File: src/rtl/mem_port_arbiter_pkg.sv
// mem_port_arbiter_pkg
//   Shared definitions for the system RAM arbiter: FSM state encodings,
//   requester IDs and the width of the read-latency counter.
//   No ports; imported by mem_arb_select and mem_port_arbiter.
package mem_port_arbiter_pkg;

  typedef enum logic [1:0] {
    ST_IDLE  = 2'd0,
    ST_ISSUE = 2'd1,
    ST_WAIT  = 2'd2,
    ST_RESP  = 2'd3
  } arb_state_t;

  typedef enum logic {
    REQ_CPU = 1'b0,
    REQ_LDR = 1'b1
  } req_id_t;

  // Wide enough for a read latency of up to 3 cycles.
  localparam int LAT_CNT_W = 2;

endpackage

File: src/rtl/mem_arb_select.sv
// mem_arb_select
//   Combinational winner selection between the CPU and loader requesters,
//   plus the registered loader-streak counter that stops the loader from
//   starving the CPU.
// Ports:
//   clk      in   system clock, rising edge
//   rst_n    in   asynchronous, active-low reset
//   cpu_req  in   CPU request level
//   ldr_req  in   loader request level
//   decide   in   high in the cycle the arbiter commits to a winner
//   winner   out  requester chosen by the current inputs and streak
module mem_arb_select
  import mem_port_arbiter_pkg::*;
#(
  parameter int LOADER_BURST = 4
) (
  input  logic    clk,
  input  logic    rst_n,
  input  logic    cpu_req,
  input  logic    ldr_req,
  input  logic    decide,
  output req_id_t winner
);

  localparam int SW = $clog2(LOADER_BURST + 1);
  localparam logic [SW-1:0] STREAK_MAX = SW'(LOADER_BURST);

  logic [SW-1:0] streak;
  logic          cpu_turn;

  // Once the loader has used up its burst while the CPU waits, the CPU
  // takes the next slot even though the loader still has priority.
  assign cpu_turn = cpu_req && (streak == STREAK_MAX);

  always_comb begin
    winner = REQ_CPU;
    if (ldr_req && !cpu_turn) begin
      winner = REQ_LDR;
    end
  end

  // Streak only counts loader grants that happened while the CPU was
  // waiting; any cycle without a CPU request forgets the history.
  always_ff @(posedge clk or negedge rst_n) begin
    if (!rst_n) begin
      streak <= '0;
    end else if (!cpu_req) begin
      streak <= '0;
    end else if (decide) begin
      if (winner == REQ_CPU) begin
        streak <= '0;
      end else if (streak != STREAK_MAX) begin
        streak <= streak + 1'b1;
      end
    end
  end

endmodule

File: src/rtl/mem_port_arbiter.sv
// mem_port_arbiter
//   Shares the single-port synchronous system RAM between the CPU memory
//   path and the boot/debug loader port, one transaction at a time, with
//   registered RAM commands and a configurable read latency.
// Ports:
//   clk, in_reset_n                       clock / async active-low reset
//   in_cpu_req/we/addr/wdata              CPU request (held until gnt)
//   out_cpu_gnt/rvalid/rdata              CPU grant pulse, read response
//   in_ldr_req/we/addr/wdata              loader request (held until gnt)
//   out_ldr_gnt/rvalid/rdata              loader grant pulse, read response
//   out_ram_en/we/addr/wdata, in_ram_rdata  RAM command and read data
//   out_busy                              high whenever not idle
module mem_port_arbiter
  import mem_port_arbiter_pkg::*;
#(
  parameter int ADDR_WIDTH   = 9,
  parameter int DATA_WIDTH   = 32,
  parameter int READ_LATENCY = 1,
  parameter int LOADER_BURST = 4
) (
  input  logic                  clk,
  input  logic                  in_reset_n,
  input  logic                  in_cpu_req,
  input  logic                  in_cpu_we,
  input  logic [ADDR_WIDTH-1:0] in_cpu_addr,
  input  logic [DATA_WIDTH-1:0] in_cpu_wdata,
  output logic                  out_cpu_gnt,
  output logic                  out_cpu_rvalid,
  output logic [DATA_WIDTH-1:0] out_cpu_rdata,
  input  logic                  in_ldr_req,
  input  logic                  in_ldr_we,
  input  logic [ADDR_WIDTH-1:0] in_ldr_addr,
  input  logic [DATA_WIDTH-1:0] in_ldr_wdata,
  output logic                  out_ldr_gnt,
  output logic                  out_ldr_rvalid,
  output logic [DATA_WIDTH-1:0] out_ldr_rdata,
  output logic                  out_ram_en,
  output logic                  out_ram_we,
  output logic [ADDR_WIDTH-1:0] out_ram_addr,
  output logic [DATA_WIDTH-1:0] out_ram_wdata,
  input  logic [DATA_WIDTH-1:0] in_ram_rdata,
  output logic                  out_busy
);

  localparam logic [LAT_CNT_W-1:0] LAT_INIT = LAT_CNT_W'(READ_LATENCY);

  arb_state_t           state;
  arb_state_t           next_state;
  req_id_t              winner;
  req_id_t              owner;
  logic                 decide;
  logic [LAT_CNT_W-1:0] lat_cnt;
  logic                 lat_done;

  assign decide   = (state == ST_IDLE) && (in_cpu_req || in_ldr_req);
  // The count hits zero on the edge that ends this cycle.
  assign lat_done = (lat_cnt == LAT_CNT_W'(1));

  mem_arb_select #(
    .LOADER_BURST(LOADER_BURST)
  ) u_select (
    .clk    (clk),
    .rst_n  (in_reset_n),
    .cpu_req(in_cpu_req),
    .ldr_req(in_ldr_req),
    .decide (decide),
    .winner (winner)
  );

  always_ff @(posedge clk or negedge in_reset_n) begin
    if (!in_reset_n) begin
      state <= ST_IDLE;
    end else begin
      state <= next_state;
    end
  end

  always_comb begin
    next_state = state;
    case (state)
      ST_IDLE:  if (decide) next_state = ST_ISSUE;
      ST_ISSUE: next_state = out_ram_we ? ST_IDLE : ST_WAIT;
      ST_WAIT:  if (lat_done) next_state = ST_RESP;
      ST_RESP:  next_state = ST_IDLE;
      default:  next_state = ST_IDLE;
    endcase
  end

  always_comb begin
    out_busy       = (state != ST_IDLE);
    out_ram_en     = (state == ST_ISSUE);
    out_cpu_gnt    = (state == ST_ISSUE) && (owner == REQ_CPU);
    out_ldr_gnt    = (state == ST_ISSUE) && (owner == REQ_LDR);
    out_cpu_rvalid = (state == ST_RESP)  && (owner == REQ_CPU);
    out_ldr_rvalid = (state == ST_RESP)  && (owner == REQ_LDR);
  end

  // Requester fields are captured only at the decision edge, so the RAM
  // command stays stable until the next decision regardless of what the
  // requesters do afterwards.
  always_ff @(posedge clk or negedge in_reset_n) begin
    if (!in_reset_n) begin
      owner         <= REQ_CPU;
      out_ram_we    <= 1'b0;
      out_ram_addr  <= '0;
      out_ram_wdata <= '0;
      lat_cnt       <= '0;
      out_cpu_rdata <= '0;
      out_ldr_rdata <= '0;
    end else begin
      if (decide) begin
        owner <= winner;
        if (winner == REQ_LDR) begin
          out_ram_we    <= in_ldr_we;
          out_ram_addr  <= in_ldr_addr;
          out_ram_wdata <= in_ldr_wdata;
        end else begin
          out_ram_we    <= in_cpu_we;
          out_ram_addr  <= in_cpu_addr;
          out_ram_wdata <= in_cpu_wdata;
        end
      end
      if (state == ST_ISSUE) begin
        lat_cnt <= LAT_INIT;
      end
      if (state == ST_WAIT) begin
        lat_cnt <= lat_cnt - 1'b1;
        if (lat_done) begin
          if (owner == REQ_LDR) begin
            out_ldr_rdata <= in_ram_rdata;
          end else begin
            out_cpu_rdata <= in_ram_rdata;
          end
        end
      end
    end
  end

endmodule

File: config.mk
export PLATFORM = sky130hd
export DESIGN_NAME = mem_port_arbiter
export DESIGN_NICKNAME = d
export VERILOG_FILES = /design/src/rtl/mem_port_arbiter_pkg.sv /design/src/rtl/mem_arb_select.sv /design/src/rtl/mem_port_arbiter.sv
export SDC_FILE = /design/constraint.sdc
export NUM_CORES = 1
export LEC_CHECK = 0
export CAP_MARGIN = 10
export CORE_MARGIN = 2
export CORE_UTILIZATION = 38
export DETAILED_ROUTE_END_ITERATION = 10
export PLACE_DENSITY = 0.85
export SETUP_SLACK_MARGIN = 0.05
export SYNTH_ARGS = -nofsm -noshare
export SYNTH_HDL_FRONTEND = slang
export SYNTH_SLANG_ARGS = --single-unit
File: constraint.sdc
create_clock -name clk -period 1.37 [get_ports clk]
set_input_delay 0.274 -clock clk [delete_from_list [all_inputs] [get_ports clk]]
set_output_delay 0.274 -clock clk [all_outputs]
set_load 0.01 [all_outputs]
==> impl_metrics.env, run 1 <==
export IMPL_clock_latency_ns=0.41
export IMPL_grt_pass1_wl_microns=26010
export IMPL_status="complete, but fails checks"
export IMPL_p_leak_nw=4.005
export IMPL_pin_count=232
export IMPL_diodes=0
export IMPL_dpl_hpwl_microns=10940
export IMPL_ys_types=32
export IMPL_htreeDepth=4
export IMPL_slew_headroom_pct=72.94
export IMPL_hold_class="in -> async"
export IMPL_syn_cell_area_sq_um=5269
export IMPL_fp_row_count=43
export IMPL_muxShareOfSynthArea_pct=14.01
export IMPL_crit_arrival_ns=1.41
export IMPL_critical_path_max_stage_delay_ns=0.45
export IMPL_die_area_sq_um=14820
export IMPL_violations="negative setup slack"
export IMPL_critPathRequiredTime_ns=1.10
export IMPL_whs_ns=0.2868
export IMPL_clk_pin_slew_ns=0.05
export IMPL_cts_tree="built"
export IMPL_period_needed_ns=1.685
export IMPL_drtIter0Drc=236
export IMPL_grt_use_total_pct=22.63
export IMPL_place_congestion=0.7746
export IMPL_worstSetupPathType="reg -> out"
export IMPL_setup_ws_ns=-0.3147
export IMPL_drtPass1Iterations=4
export IMPL_power_density_nw_per_um2=2308
export IMPL_max_freq_mhz=593.6
export IMPL_syn_inst=428
export IMPL_grt_overflow_total=0
export IMPL_setup_viol_count_final=118
export IMPL_clock_sinks=114
export IMPL_dieHeight_microns=121.8
export IMPL_num_vias=4619
export IMPL_clock_path_buffers=2
export IMPL_core_area_sq_um=13720
export IMPL_path_cells="buf_6, ha_4, nor2b_4, buf_6"
export IMPL_grt_max_degree=56
export IMPL_drive_gt1_share_pct=49.16
export IMPL_slew_viol_final=0
export IMPL_grt_pass1_vias=4930
export IMPL_synth_xor_area_share_pct=0
export IMPL_drc_errors=0
export IMPL_maxCapViolations=0
export IMPL_yosysSeqAreaShare_pct=54.14
export IMPL_end_kind="output port"
export IMPL_worst_pin_slew_ns=0.4059
export IMPL_final_cell_mix="clkdlybuf4s50_1, dfrtp_1, nand2_1"
export IMPL_ys_ff_latch=114
export IMPL_startpoint_type="flip-flop"
export IMPL_die_width_microns=121.8
export IMPL_mostFrequentLayoutCell="clkdlybuf4s50_1"
export IMPL_rsz0062_at_grt="true"
export IMPL_root_buffer="clkbuf_16"
export IMPL_port_buffers=231
export IMPL_stdcell_count=892
export IMPL_syn2layout_area_growth_pct=66.07
export IMPL_skew_ns=0.007777
export IMPL_yosys_area_share_adder_pct=1.662
export IMPL_pre_cts_slack_ns=-0.3304
export IMPL_worst_path_most_repeated_cell="buf_6"
export IMPL_fill_cells=1042
export IMPL_fin_area_sq_um=8750
export IMPL_synth_compound_area_share_pct=11.16
export IMPL_via_per_inst=5.178
export IMPL_synth_simple_area_share_pct=14.20
export IMPL_wl_per_cell_microns=19.08
export IMPL_hold_viol=0
export IMPL_routed_wl_microns=17020
export IMPL_synth_top_family_by_area="simple AND/OR/NAND/NOR gates"
export IMPL_ys_warn_count=0
export IMPL_cp_slowest_cell="dfrtp_2"
export IMPL_antenna_found_initial=0
export IMPL_cts_buffers=17
export IMPL_fin_crit_sh_pct=123.0
export IMPL_peakVddDrop_v=0.001393
export IMPL_crit_fanout=3
export IMPL_drtAntennaViolNets=0
export IMPL_dp_cells=836
export IMPL_nets=827
export IMPL_synth_fp_nets=555
export IMPL_start_util_pct=38.40
export IMPL_dpl_cell_area_sq_um=8033
export IMPL_syn_area_per_cell_sq_um=12.31
## state kept, by name (all words and copies together), names as in the netlist, named ones only
register / cells
owner: 1
out_ram_wdata: 32
out_ram_addr: 9
out_cpu_rdata: 32
u_select.streak: 3
lat_cnt: 2
out_ram_we: 1
state: 1
out_ldr_rdata: 32
## worst max-delay path, delay by kind of cell (launching register included)
| kind | cells | cell delay [ns] |
|---|---|---|
| flops | 1 | 0.45 |
| buf+inv | 2 | 0.27 |
| fa+ha+maj | 1 | 0.17 |
| simple gates | 1 | 0.13 |
## repair_timing
item	4_1_cts	5_1_grt
hold endpoints to repair	13	0
resized for setup	343	127
setup endpoints to repair	224	195
gates cloned	4	3
buffers inserted	12	5
hold buffers	1	0
pin swaps	7	44
## final cells by class
class	count	area [sq um]	area share, %
Sequential cell	114	2854	32.62
Timing Repair Buffer	288	2623	29.97
Clock inverter	10	108.9	1.244
Multi-Input combinational cell	273	2441	27.90
Clock buffer	21	470.5	5.377
Tap cell	180	225.2	2.574
Inverter	6	27.53	0.3146
## synthesized netlist by cell type
cell type,instances,share of area [%]
nand2_1,87,6.2
nand3b_4,1,0.38
buf_4,1,0.14
clkbuf_1,14,1.0
nor2_1,2,0.14
inv_1,6,0.43
mux2_4,2,0.57
nor2b_1,3,0.36
clkbuf_8,1,0.26
nand3_1,3,0.28
buf_6,10,2.1
a21boi_0,3,0.43
o21ai_0,1,0.095
or2b_1,1,0.14
nand3_4,2,0.66
mux2i_1,1,0.19
dfrtp_1,114,54
nand2b_1,1,0.12
a21oi_1,1,0.095
o211ai_2,40,9.5
nand4_1,44,5.2
mux2_1,11,2.4
and3b_1,1,0.17
mux2_2,51,11
a22o_1,1,0.17
ha_1,7,1.7
o21a_1,2,0.28
and2_1,3,0.36
or3b_2,1,0.17
o21ai_2,1,0.17
o211ai_1,3,0.43
buf_2,9,0.85
## layer usage
metal  vias up  global-route usage [%]  share of wire, %
met3        41                   5.618               6.1
met5         -                       0                 0
li1       2088                       -                 -
met2       187                   39.00                51
met4         0                   9.267               2.7
met1      2303                   27.02                40
## where the power goes
group / internal (mW) / total [mW] / switching (mW)
sequential: 5.07 / 6.08 / 1.01
combinational: 5.18 / 9.81 / 4.63
clock: 2.79 / 4.31 / 1.52
total: 13.0 / 20.2 / 7.16
## logic make-up after synthesis
| family | count (synthesis) |
|---|---|
| simple gates | 149 |
| flops | 114 |
| mux | 65 |
| compound gates | 52 |
| buf+inv | 41 |
| fa+ha+maj | 7 |
## through the flow
step | TNS (ns) | total power, mW | utilization, %
3_3_place_gp | -18.97 | 15.26 | 58.55
2_1_floorplan | -0.2739 | 10.48 | -
6_report | -29.34 | 20.20 | 63.78
4_1_cts | -30.01 | 20.18 | 64.55
5_1_grt | -35.29 | 21.28 | 63.78
3_5_place_dp | -24.55 | 15.68 | 58.55
## final timing paths
path / slack, ns / startpoint / end / cells after the start
max: -0.31 / state[0] / out_cpu_rvalid / 4
min reg2reg: 0.48 / out_cpu_rdata[10] / out_cpu_rdata[10] / 1
max in group asynchronous: 0.49 / in_reset_n / state[0] / 3
max reg2reg: -0.31 / flip-flop / flip-flop / 7
min: 0.29 / in_reset_n / out_cpu_rdata[22] / 2
min in group clk: 0.30 / in_ldr_req / u_select.streak[0] / 3
Power figures use the tool's default switching activity.
==> inputs of run 2 (changes only) <==
--- a/config.mk
+++ b/config.mk
@@ -9,4 +9,5 @@
 export CORE_MARGIN = 2
 export CORE_UTILIZATION = 38
+export CTS_CLUSTER_SIZE = 40
 export DETAILED_ROUTE_END_ITERATION = 10
 export PLACE_DENSITY = 0.85
@@ -15,2 +16,3 @@
 export SYNTH_HDL_FRONTEND = slang
 export SYNTH_SLANG_ARGS = --single-unit
+export TNS_END_PERCENT = 100
==> constraint.sdc (replaced) <==
create_clock -name clk -period 1.37 [get_ports clk]
set_input_delay 0.274 -clock clk [delete_from_list [all_inputs] [get_ports clk]]
set_output_delay 0.274 -clock clk [all_outputs]
set_load 0.005 [all_outputs]
==> run 2 against run 1 <==
Compared with the run above:
- critical endpoint is now out_ldr_gnt
- sequential power increased by 3.8%
- critical path type unchanged
- worst setup slack got worse by 0.055 ns
- largest power group unchanged
- non-clock buffer count increased by 36
- worst hold slack about the same
- largest cell class is now non-clock buffers
- wire length increased by 9.1%
- die area unchanged
- the run still ends with negative setup slack left
- highest routed layer unchanged
==> impl_metrics.env, run 2 (synthesis results as in run 1) <==
export IMPL_status="complete, but fails checks"
export IMPL_violations="negative setup slack"
export IMPL_final_cell_mix="clkdlybuf4s50_1, dfrtp_1, clkdlybuf4s15_1"
export IMPL_p_leak_nw=4.410
export IMPL_syn2layout_area_growth_pct=84.23
export IMPL_drtAntennaViolNets=0
export IMPL_cts_tree="built"
export IMPL_setup_tns_ns=-33.43
export IMPL_power_density_nw_per_um2=2247
export IMPL_cts_buffers=17
export IMPL_grt_pass1_vias=5122
export IMPL_multi_input_area_sq_um=2674
export IMPL_hold_class="in -> async"
export IMPL_diodes=0
export IMPL_regArea_sq_um=2855
export IMPL_clock_path_buffers=2
export IMPL_crit_fanout=3
export IMPL_clock_sinks=114
export IMPL_dpl_hpwl_microns=10900
export IMPL_fin_crit_sh_pct=127.0
export IMPL_critPathRequiredTime_ns=1.10
export IMPL_drtPass1Iterations=4
export IMPL_period_needed_ns=1.739
export IMPL_slew_headroom_pct=71.73
export IMPL_setup_ws_ns=-0.3694
export IMPL_worst_pin_slew_ns=0.4225
export IMPL_htreeDepth=4
export IMPL_drive_gt1_share_pct=44.65
export IMPL_die_width_microns=121.8
export IMPL_r2r_cells=7
export IMPL_grt_pass1_wl_microns=25880
export IMPL_peakVddDrop_v=0.001178
export IMPL_reg_largest_list="out_cpu_rdata x32, out_ldr_rdata x32, out_ram_wdata x32"
export IMPL_grt_use_total_pct=22.66
export IMPL_dieHeight_microns=121.8
export IMPL_place_congestion=0.7947
export IMPL_fill_cells=899
export IMPL_pre_cts_slack_ns=-0.2904
export IMPL_grt_max_degree=56
export IMPL_root_buffer="clkbuf_16"
export IMPL_drc_errors=0
export IMPL_crit_arrival_ns=1.47
export IMPL_via_per_inst=5.227
export IMPL_drtIter0Drc=292
export IMPL_fin_util_pct=70.75
export IMPL_skew_ns=0.007701
export IMPL_grt_overflow_total=0
export IMPL_pin_count=232
export IMPL_clock_latency_ns=0.40
export IMPL_hold_viol=0
export IMPL_max_freq_mhz=574.9
export IMPL_antenna_found_initial=0
export IMPL_start_util_pct=38.40
export IMPL_fp_row_count=43
export IMPL_worstSetupPathType="reg -> out"
export IMPL_nets=863
export IMPL_core_area_sq_um=13720
export IMPL_total_power_mw=21.81
export IMPL_port_buffers=231
export IMPL_slew_viol_final=0
export IMPL_die_area_sq_um=14820
export IMPL_setup_viol_count_final=118
export IMPL_clk_pin_slew_ns=0.06
export IMPL_maxCapViolations=0
export IMPL_num_vias=4851
export IMPL_wl_per_cell_microns=20.02
export IMPL_rsz0062_at_grt="true"
export IMPL_mostFrequentLayoutCell="clkdlybuf4s50_1"
export IMPL_routed_wl_microns=18570
export IMPL_startpoint_type="flip-flop"
export IMPL_end_kind="output port"
## run 2: changes by cell type in the layout (fill, tap and decap cells not counted), sizes merged
cell / before / now
clkinvlp: 2 / 3
clkbuf: 72 / 47
clkinv: 6 / 9
buf: 107 / 92
clkdlybuf4s15: 12 / 84
inv: 6 / 7
bufinv: 2 / 1
## run 2: area by class of cell
cell class / instances / area share (%)
clock inverters: 14 / 1.212
clock buffers: 17 / 4.383
multi-input cells: 273 / 27.55
repair buffers: 324 / 34.84
well taps: 180 / 2.320
flip-flops and latches: 114 / 29.41
inverters: 6 / 0.2836
## run 2: what timing repair did
| action | CTS | global route |
|---|---|---|
| hold buffers | 1 | 0 |
| pin swaps | 8 | 66 |
| endpoints found under the setup margin | 222 | 140 |
| hold endpoints to repair | 13 | 0 |
| resized for setup | 274 | 133 |
| cloned | 6 | 9 |
| setup buffers | 34 | 17 |
## run 2: worst max-delay path, cell delays in order, from the launching register on
cell and delay, ns:
dfrtp_1 0.37, inv_2 0.06, buf_6 0.12, ha_4 0.15
buf_6 0.11, and2_4 0.15, buf_6 0.11
## run 2: per-stage QoR
stage / cells / hold slack, ns / instance area (sq um)
after floorplan: 428 / -0.02159 / 5369
after global routing: 928 / 0.2837 / 9707
after detailed placement: 833 / 0.1495 / 7998
final: 928 / 0.2871 / 9707
after CTS: 903 / 0.2361 / 9114
after global placement: 833 / 0.1442 / 7998
## run 2: path summary, 6_finish.rpt
check / startpoint / end / slack (ns)
worst min-delay path: in_reset_n / out_ldr_rdata[24] / 0.29
worst max register to register: state[0] / out_cpu_rdata[4] / -0.37
max in group asynchronous: in_reset_n / owner / 0.49
min in group clk: in_ldr_req / u_select.streak[1] / 0.29
worst min register to register: out_ldr_rdata[3] / out_ldr_rdata[3] / 0.51
worst max-delay path: flip-flop / out_ldr_gnt / -0.37
## run 2: power by group
| part | switching (mW) | internal, mW | total [mW] | leakage (nW) |
|---|---|---|---|---|
| clock | 1.60 | 2.47 | 4.07 | 0.264 |
| combinational | 4.64 | 6.80 | 11.4 | 2.79 |
| sequential | 1.24 | 5.07 | 6.31 | 1.35 |
| total | 7.47 | 14.3 | 21.8 | 4.41 |
## run 2: routing by layer
metal,routed length (microns),vias up,global-route usage (%)
met4,623,0,10.20
met2,9803,235,39.63
li1,-,2167,-
met5,0,-,0
met3,1142,44,4.775
met1,7004,2405,26.72
==> inputs of run 3 (changes only) <==
- CORE_MARGIN: 2 -> not set
==> run 3 against run 2 <==
Compared with the run above:
- the run still ends with negative setup slack left
- via count up 0.39%
- sequential share of layout area grew 0.35 points
- critical path depth up 2
- cell area is 1.3% lower
- sequential power is 3% lower
- global-route usage rose by 0.59 points
- count of clock-buffer cells in the layout is the same
- sequential cell count unchanged
- combinational power shrank 6%
- non-clock buffer count rose by 7
- largest power group unchanged
==> impl_metrics.env, run 3 (synthesis results as in run 1) <==
export IMPL_worst_pin_slew_ns=0.3307
export IMPL_r2r_cells=8
export IMPL_antenna_found_initial=0
export IMPL_reg2reg_to="out_ldr_rdata[20]"
export IMPL_port_buffers=231
export IMPL_rr_startpoint="state[0]"
export IMPL_core_area_sq_um=13400
export IMPL_rsz0062_at_grt="true"
export IMPL_dieHeight_microns=119.8
export IMPL_place_congestion=0.7897
export IMPL_routed_wl_microns=17330
export IMPL_end_kind="flip-flop"
export IMPL_fill_cells=855
export IMPL_wl_per_cell_microns=18.62
export IMPL_worstHoldStart="in_ldr_req"
export IMPL_fin_area_sq_um=9585
export IMPL_pin_count=232
export IMPL_grt_pass1_vias=5098
export IMPL_grt_overflow_total=0
export IMPL_start_util_pct=39.32
export IMPL_clock_sinks=114
export IMPL_die_width_microns=119.8
export IMPL_dp_cells=837
export IMPL_setup_viol_count_final=119
export IMPL_maxCapViolations=0
export IMPL_slew_headroom_pct=77.87
export IMPL_clock_latency_ns=0.40
export IMPL_hold_class="in -> reg"
export IMPL_setup_ws_ns=-0.3593
export IMPL_stdcell_count=931
export IMPL_drtIter0Drc=295
export IMPL_p_leak_nw=4.308
export IMPL_clock_path_buffers=2
export IMPL_r2r_slack_ns=-0.36
export IMPL_final_cell_mix="clkdlybuf4s50_1, dfrtp_1, clkdlybuf4s15_1"
export IMPL_endpoint="out_ldr_rdata[20]"
export IMPL_crit_fanout=5
export IMPL_critPathRequiredTime_ns=1.64
export IMPL_nets=870
export IMPL_setup_tns_ns=-37.79
export IMPL_violations="negative setup slack"
export IMPL_cts_tree="built"
export IMPL_period_needed_ns=1.729
export IMPL_startpoint="state[0]"
export IMPL_hold_viol=0
export IMPL_power_density_nw_per_um2=2231
export IMPL_drc_errors=0
export IMPL_grt_pass1_wl_microns=25870
export IMPL_status="complete, but fails checks"
export IMPL_dpl_cell_area_sq_um=8028
export IMPL_max_freq_mhz=578.3
export IMPL_syn2layout_area_growth_pct=81.93
export IMPL_num_vias=4870
export IMPL_htreeDepth=4
export IMPL_drtPass1Iterations=4
export IMPL_root_buffer="clkbuf_16"
export IMPL_peakVddDrop_v=0.001258
export IMPL_worstSetupPathType="reg -> reg"
export IMPL_via_per_inst=5.231
export IMPL_fin_crit_sh_pct=126.2
export IMPL_reg_largest_list="out_cpu_rdata x32, out_ldr_rdata x32, out_ram_wdata x32"
export IMPL_clk_pin_slew_ns=0.06
export IMPL_die_area_sq_um=14340
export IMPL_diodes=0
export IMPL_dpl_hpwl_microns=10680
export IMPL_startpoint_type="flip-flop"
export IMPL_crit_arrival_ns=2.00
export IMPL_drive_gt1_share_pct=40.13
export IMPL_fp_row_count=42
export IMPL_skew_ns=0.01420
export IMPL_total_power_mw=21.38
export IMPL_slew_viol_final=0
export IMPL_cts_buffers=17
export IMPL_grt_max_degree=49
export IMPL_mostFrequentLayoutCell="clkdlybuf4s50_1"
export IMPL_grt_use_total_pct=23.25
export IMPL_drtAntennaViolNets=0
-- run 3: cell types whose count changed in the layout (fill, tap and decap cells not counted), moves of 5 or more --
cell and delta:
buf_6 +8, nand2_2 +6, nand2_1 +22, nand2_4 -28
clkdlybuf4s15_1 +15, clkbuf_16 -5, clkbuf_2 -15
-- run 3: how the worst min path moves through the flow --
stage | end | slack (ns) | depth (start not counted)
after floorplan | async pin | -0.02 | 0
after global placement | out_ldr_rdata[12] | 0.15 | 1
after detailed placement | out_ldr_rdata[12] | 0.15 | 1
after CTS | u_select.streak[1] | 0.25 | 3
after global routing | out_ldr_rdata[14] | 0.28 | 2
final | u_select.streak[0] | 0.27 | 3
-- run 3: power by group --
group | switching, mW | internal, mW | total (mW)
sequential | 1.04 | 5.06 | 6.11
clock | 1.59 | 3.02 | 4.61
combinational | 4.25 | 6.42 | 10.7
-- run 3: final cells by class --
cell class                 count  area, sq um  share of cell area (%)
timing repair buffer         331         3397                   35.44
sequential                   114         2853                   29.76
clock buffer                  17        425.4                   4.438
clock inverter                14        188.9                   1.971
multi-input combinational    273         2474                   25.81
tap                          176        220.2                   2.297
inverter                       6        27.53                  0.2872
-- run 3: worst max-delay path: stages, from the launching register on --
cell     delay [ns]
dfrtp_1        0.43
buf_6          0.15
inv_6          0.05
buf_6          0.10
ha_4           0.17
nand3_4        0.10
buf_12         0.16
buf_16         0.13
mux2_4         0.30
-- run 3: layer usage --
layer  track usage, %  wire length, microns
met1            27.31                  6657
met2            41.44                  9255
met3            4.705                   937
met4            9.141                   483
met5                0                     0
-- run 3: through the flow --
step / setup WS, ns / util, % / hold slack (ns)
2_1_floorplan: -0.02283 / - / -0.02159
3_3_place_gp: -0.2292 / 59.91 / 0.1473
3_5_place_dp: -0.2851 / 59.91 / 0.1473
4_1_cts: -0.3333 / 69.79 / 0.2527
5_1_grt: -0.4033 / 71.53 / 0.2806
6_report: -0.3593 / 71.53 / 0.2737
-- run 3: repair_timing --
| action | in CTS | in global routing |
|---|---|---|
| hold buffers | 1 | 0 |
| setup buffers | 41 | 13 |
| setup endpoints to repair | 223 | 150 |
| resized for setup | 303 | 53 |
| endpoints found under the hold margin | 22 | 0 |
| pin swaps | 51 | 15 |
| cloned | 5 | 5 |
